===== config.mk =====
export PLATFORM = sky130hd
export DESIGN_NAME = wave_playback
export DESIGN_NICKNAME = d
export VERILOG_FILES = /design/src/rtl/wave_playback_pkg.sv /design/src/rtl/playback_time_ctr.sv /design/src/rtl/wave_playback.sv
export SDC_FILE = /design/constraint.sdc
export NUM_CORES = 1
export LEC_CHECK = 0
export BUFFER_PORTS_ARGS = -buffer_cell sky130_fd_sc_hd__buf_2
export CAP_MARGIN = 20
export CORE_MARGIN = 2
export CORE_UTILIZATION = 57
export CTS_BUF_LIST = sky130_fd_sc_hd__clkbuf_8 sky130_fd_sc_hd__clkbuf_16
export CTS_CLUSTER_DIAMETER = 30
export CTS_CLUSTER_SIZE = 10
export DETAILED_ROUTE_END_ITERATION = 10
export PLACE_DENSITY = 0.92
export SYNTH_ARGS = -nofsm -noshare
export SYNTH_HDL_FRONTEND = slang
export SYNTH_SLANG_ARGS = --single-unit
export TNS_END_PERCENT = 50

===== constraint.sdc =====
create_clock -name clk -period 5.5 [get_ports clk]
set_input_delay 1.1 -clock clk [delete_from_list [all_inputs] [get_ports clk]]
set_output_delay 1.1 -clock clk [all_outputs]
set_load 0.05 [all_outputs]

===== src/rtl/wave_playback_pkg.sv =====
// rtl/wave_playback_pkg.sv - shared types and defaults for the waveform playback reader
package wave_playback_pkg;

  localparam int DEF_NUM_SIGS = 8;
  localparam int DEF_TIME_W   = 32;
  localparam int MAX_TIME_W   = 64;
  localparam int MAX_ID_W     = 8;

  typedef enum logic [1:0] {
    IDLE = 2'd0,
    RUN  = 2'd1,
    DONE = 2'd2
  } state_t;

  // Record fields are widened to the largest supported sizes so one type serves every build.
  typedef struct packed {
    logic [MAX_TIME_W-1:0] tstamp;
    logic [MAX_ID_W-1:0]   id;
    logic                  val;
    logic                  last;
  } rec_t;

  function automatic logic id_in_range(input logic [MAX_ID_W-1:0] id, input int num_sigs);
    return ({24'd0, id} < 32'(num_sigs));
  endfunction

endpackage


===== src/rtl/playback_time_ctr.sv =====
// rtl/playback_time_ctr.sv - saturating playback time counter with clear and advance
module playback_time_ctr #(
  parameter int W = 32
) (
  input  logic         clk,
  input  logic         rst_n,
  input  logic         clear,
  input  logic         advance,
  output logic [W-1:0] count
);

  always_ff @(posedge clk or negedge rst_n) begin
    if (!rst_n) begin
      count <= '0;
    end else if (clear) begin
      count <= '0;
    end else if (advance && (count != '1)) begin
      count <= count + W'(1);
    end
  end

endmodule


===== src/rtl/wave_playback.sv =====
// rtl/wave_playback.sv - replays time-stamped value-change records onto a signal bank
// Optional change counter output chg_count enabled by WAVE_PLAYBACK_CHG_CNT_EN.
module wave_playback
  import wave_playback_pkg::*;
#(
  parameter int                  NUM_SIGS = DEF_NUM_SIGS,
  parameter int                  ID_W     = $clog2(NUM_SIGS),
  parameter int                  TIME_W   = DEF_TIME_W,
  parameter logic [NUM_SIGS-1:0] INIT_VAL = '0
) (
  input  logic                clk,
  input  logic                rst_n,
  input  logic                start,
  input  logic                pause,
  input  logic                rec_valid,
  output logic                rec_ready,
  input  logic [TIME_W-1:0]   rec_time,
  input  logic [ID_W-1:0]     rec_id,
  input  logic                rec_val,
  input  logic                rec_last,
  output logic [NUM_SIGS-1:0] sig_out,
  output logic [TIME_W-1:0]   cur_time,
  output logic                busy,
  output logic                done,
  output logic                late_err,
  output logic                id_err
`ifdef WAVE_PLAYBACK_CHG_CNT_EN
  ,
  output logic [31:0]         chg_count
`endif
);

  state_t state;
  rec_t   rec;
  logic   due;
  logic   accept;
  logic   in_range;
  logic   advance;

  always_comb begin
    rec      = '{tstamp: MAX_TIME_W'(rec_time), id: MAX_ID_W'(rec_id), val: rec_val, last: rec_last};
    due      = (rec.tstamp <= MAX_TIME_W'(cur_time));
    // A start pulse wins over any record presented in the same cycle.
    accept   = (state == RUN) && !start && !pause && rec_valid && due;
    in_range = id_in_range(rec.id, NUM_SIGS);
    advance  = (state == RUN) && !start && !pause && !accept;
  end

  assign rec_ready = accept;

  playback_time_ctr #(
    .W(TIME_W)
  ) u_time_ctr (
    .clk     (clk),
    .rst_n   (rst_n),
    .clear   (start),
    .advance (advance),
    .count   (cur_time)
  );

  always_ff @(posedge clk or negedge rst_n) begin
    if (!rst_n) begin
      state    <= IDLE;
      sig_out  <= INIT_VAL;
      busy     <= 1'b0;
      done     <= 1'b0;
      late_err <= 1'b0;
      id_err   <= 1'b0;
    end else if (start) begin
      state    <= RUN;
      sig_out  <= INIT_VAL;
      busy     <= 1'b1;
      done     <= 1'b0;
      late_err <= 1'b0;
      id_err   <= 1'b0;
    end else begin
      case (state)
        RUN: begin
          if (accept) begin
            if (in_range) begin
              sig_out[rec_id] <= rec.val;
            end else begin
              id_err <= 1'b1;
            end
            if (rec.tstamp < MAX_TIME_W'(cur_time)) begin
              late_err <= 1'b1;
            end
            if (rec.last) begin
              state <= DONE;
              busy  <= 1'b0;
              done  <= 1'b1;
            end
          end
        end
        default: begin
        end
      endcase
    end
  end

`ifdef WAVE_PLAYBACK_CHG_CNT_EN
  logic is_change;

  always_comb begin
    is_change = 1'b0;
    if (accept && in_range) begin
      is_change = (sig_out[rec_id] != rec.val);
    end
  end

  always_ff @(posedge clk or negedge rst_n) begin
    if (!rst_n) begin
      chg_count <= '0;
    end else if (start) begin
      chg_count <= '0;
    end else if (is_change && (chg_count != 32'hFFFF_FFFF)) begin
      chg_count <= chg_count + 32'd1;
    end
  end
`endif

endmodule


==> results by stage <==
Outcome:
- The run finished with clean final reports.

Worst hold path:
- Along the worst hold path, the cell count comes to 1.
- The tightest min-delay check is of the flip-flop to flip-flop type.
- The hold path startpoint is state[0]$_DFFE_PN0P_.
- The hold-critical path endpoint is state[0]$_DFFE_PN0P_.

Layout:
- The synthesis-to-layout area growth is 17.4%.
- After filler insertion, the fill cell instance count of the layout stands at 446.
- The final layout net count is 510.
- The fraction of layout instances using a drive strength above 1 is 24.5%.
- In the final layout, flip-flops and latches occupy 0.00108 mm².
- The total area of multi-input combinational cells is 0.00186 mm².
- The antenna diode instance count is 0.
- In the layout the commonest cells are 85 x sky130_fd_sc_hd__buf_2, 43 x sky130_fd_sc_hd__dfrtp_1, 34 x sky130_fd_sc_hd__inv_1.
- The most common library cell in the layout ignoring fill and taps is sky130_fd_sc_hd__buf_2.

Floorplanning:
- The initial standard-cell utilization of the core is 58.1%.
- The I/O pin total is 87.
- The region available for standard cell placement spans 0.00541 mm².
- The die is 78.2 µm wide.
- The floorplan has 27 rows.
- The floorplan step defined a die boundary enclosing 0.00612 mm².
- The die boundary height is 78.2 µm.

Setup path:
- The reg-to-reg startpoint is u_time_ctr.count[7]$_DFFE_PN0P_.
- The worst setup path is of the input port to output pin kind.
- In this run the register-to-register setup slack is 2.35 ns.
- The endpoint identified for the worst register-to-register timing path is u_time_ctr.count[22]$_DFFE_PN0P_.
- The worst setup path is captured at an output pin.
- Data on the critical path is required at its endpoint by 4.40 ns.
- The largest single stage delay on the critical path is 0.61 ns.
- The critical path goes through buf_2 > ha_1 > nand4_2 > or4_4 > a31oi_4 > o22ai_1 > buf_4 > buf_2.
- Data on the critical path arrives at its endpoint at 3.08 ns.
- Counting stages on the worst path, the most repeated cell is sky130_fd_sc_hd__buf_2.
- The length in cells of the worst reg-to-reg path is 9.
- In this run the worst path has a maximum fanout of 11.
- On the critical path, the stage with the largest delay is an instance of sky130_fd_sc_hd__or4_4.
- In this run the worst setup path begins at rec_time[29].
- STA classifies the critical path startpoint as an input port.

Global routing:
- The residual overflow from global routing is 0.
- The first global-routing pass estimated 13,900 µm of wire.
- Global routing consumed, over all layers together, 28.0% of the routing resources.
- The via count of the first global-routing pass came to 3,061.
- Entering global routing, the biggest net connects 44 pins.
- The number of antenna violations at the first check in global routing is 0.

Synthesis:
- In the synthesized netlist the async set-or-reset flop fraction comes to 100%.
- The top cell type's share of synthesized area is 34.2%.
- The share of the yosys chip area belonging to registers is 34.2%.
- The cell type with the highest aggregate area in the netlist is sky130_fd_sc_hd__dfrtp_1.
- The net count after synthesis is 429.
- Yosys printed 0 warnings.
- The number of distinct standard cells referenced by the synthesized netlist is 51.
- In the synthesized netlist the dominant register cell turns out to be sky130_fd_sc_hd__dfrtp_1.
- In this run the cell area of the synthesized design comes to 0.00314 mm².
- The number of enable-type register cells in the synthesized netlist is 0.
- The flip-flop and latch count after synthesis is 43.
- Ranked by total cell area, the synthesized netlist is headed by sky130_fd_sc_hd__dfrtp_1 34%, sky130_fd_sc_hd__ha_1 13%, sky130_fd_sc_hd__a21oi_1 4.9%.
- The average footprint of a synthesized cell is 8.88 µm².
- After technology mapping, the gate count stands at 354.

Detailed routing:
- The detailed-route wire length is 8050 µm.
- The total DRC errors in the routed layout is 0.
- The first detailed-routing pass ran for 7 iterations.
- The initial detailed-routing violation count is 313.
- In this run the remaining antenna-violating nets after routing total 0.
- In the routed layout, each cell is associated on average with a via count of 6.18.
- The total number of vias is 3,138.
- In the final routed layout, each cell accounts on average for 15.9 µm.

Place:
- The final RePlAce weighted congestion is 0.849.
- The HPWL after detailed placement is 6010 µm.
- The quantity of I/O buffers inserted on ports is 85.

Clock tree:
- The number of levels the H-tree was split into is 2.
- The cell at the root of the clock tree is sky130_fd_sc_hd__clkbuf_8.
- Counting every sink on the clock net gives 43.
- Once the clock tree was built, the resizer swapped 0 gates to a different size.
- Counting along the longest clock path gives a buffer depth of 2.
- The clock latency on the worst-skew pair is 0.31 ns.
- The clock slew seen by the registers of the worst setup and hold paths is 0.09 ns.
- The number of buffers inserted to repair setup after CTS is 0.
- TritonCTS built the clock tree.
- The clock buffer count from CTS is 5.
- The total of hold buffers inserted after clock tree synthesis is 0.

Timing:
- The number of slew-limit violations in the final report is 0.
- The period utilization is 75.9%.
- At the pin with the least slew margin, the transition time is 0.985 ns.
- The setup TNS is 0 ns.
- In this run the tightest slew margin relative to its limit is 34.3%.
- Setup repair after global routing left no endpoint under its margin.
- Across the routed clock network, the largest skew measured is 0.00699 ns.
- The final-report hold violation count is 0.
- After layout, the minimum clock period comes to 4.18 ns.
- Timing would allow up to 240 MHz.
- Setup violations remaining at the end of the flow were counted as 0.

Pwr:
- Across the VDD grid, the largest voltage drop is 159 µV.
- The design draws 0.000621 W.
- In this run the power density over the cells is 168 mW/mm².
- The standby leakage power is 1.64 nW.

Run:
- The number of violations of the max-capacitance limit is 0.
[cells in the mapped netlist, drive strengths merged (3+ instances only)]
| cell type | number |
|---|---|
| nor4 | 11 |
| o21ai | 20 |
| or4 | 8 |
| nor3 | 5 |
| o41ai | 3 |
| a21oi | 31 |
| nand3 | 11 |
| o211ai | 4 |
| nand4 | 20 |
| ha | 33 |
| o31ai | 6 |
| buf | 6 |
| mux2i | 10 |
| or3 | 14 |
| inv | 34 |
| clkbuf | 7 |
| nand2 | 24 |
| mux2 | 6 |
| nor2 | 27 |
| dfrtp | 43 |
| o311ai | 3 |
[worst max path at each step]
stage	to	slack, ns
detailed placement	rec_ready	1.34
finish	rec_ready	1.32
CTS	rec_ready	1.34
floorplan	rec_ready	1.67
global placement	rec_ready	1.37
global route	rec_ready	1.10
[routing by layer]
metal | share of wire (%) | vias up | track usage, %
met5 | 0 | - | 0
met4 | 1.7 | 0 | 9.12
met3 | 6.9 | 13 | 4.37
met2 | 49 | 145 | 47.8
met1 | 42 | 1502 | 36.6
li1 | - | 1478 | -
[kinds of logic (layout without fill, tap and decap cells)]
| kind of cell | count (synthesis) | after routing | share of synthesized area [%] |
|---|---|---|---|
| and+or+nand+nor | 135 | 135 | 24.2 |
| AOI/OAI and AO/OA | 77 | 77 | 15.9 |
| buffers and inverters | 47 | 129 | 6.53 |
| DFF | 43 | 43 | 34.2 |
| adders and majority gates | 33 | 33 | 13.1 |
| muxes | 16 | 16 | 5.34 |
| xor gates and xnor gates | 2 | 2 | 0.558 |
| other | 1 | 1 | 0.119 |
[registers in the layout, indices dropped and copies added, names as in the netlist]
name              flops
done                  1
late_err              1
sig_out               8
state                 1
u_time_ctr.count     32
[per-stage QoR]
| stage | std cells | hold WS (ns) | cell area (µm²) | util (%) | worst slack (ns) |
|---|---|---|---|---|---|
| global route | 508 | 0.533 | 3690 | 68.2 | 1.10 |
| detailed placement | 500 | 0.488 | 3590 | 66.5 | 1.34 |
| CTS | 508 | 0.512 | 3690 | 68.2 | 1.34 |
| global placement | 500 | 0.477 | 3590 | 66.5 | 1.37 |
| finish | 508 | 0.504 | 3690 | 68.2 | 1.32 |
| floorplan | 354 | 0.773 | 3140 | - | 1.67 |
[critical path: cells and delay by family]
family,cells,cell delay [ns]
AOI/OAI and AO/OA,2,0.40
adders and majority gates,1,0.30
buffers and inverters,3,0.51
and+or+nand+nor,2,0.76
[cell type report]
cell class | instances | area share [%]
sequential | 43 | 29.2
tap | 72 | 2.44
clock buffer | 5 | 1.87
clock inverter | 3 | 0.645
timing repair buffer | 87 | 11.9
inverter | 34 | 3.46
multi-input combinational | 264 | 50.5
[power by group]
part	switching [W]	internal (W)	total (W)	leakage (nW)
sequential	0.00000196	0.000317	0.000319	0.595
clock	0.000125	0.0000910	0.000216	0.0408
combinational	0.0000540	0.0000315	0.0000855	1.00
total	0.000181	0.000440	0.000621	1.64
Power figures use the tool's default switching activity.
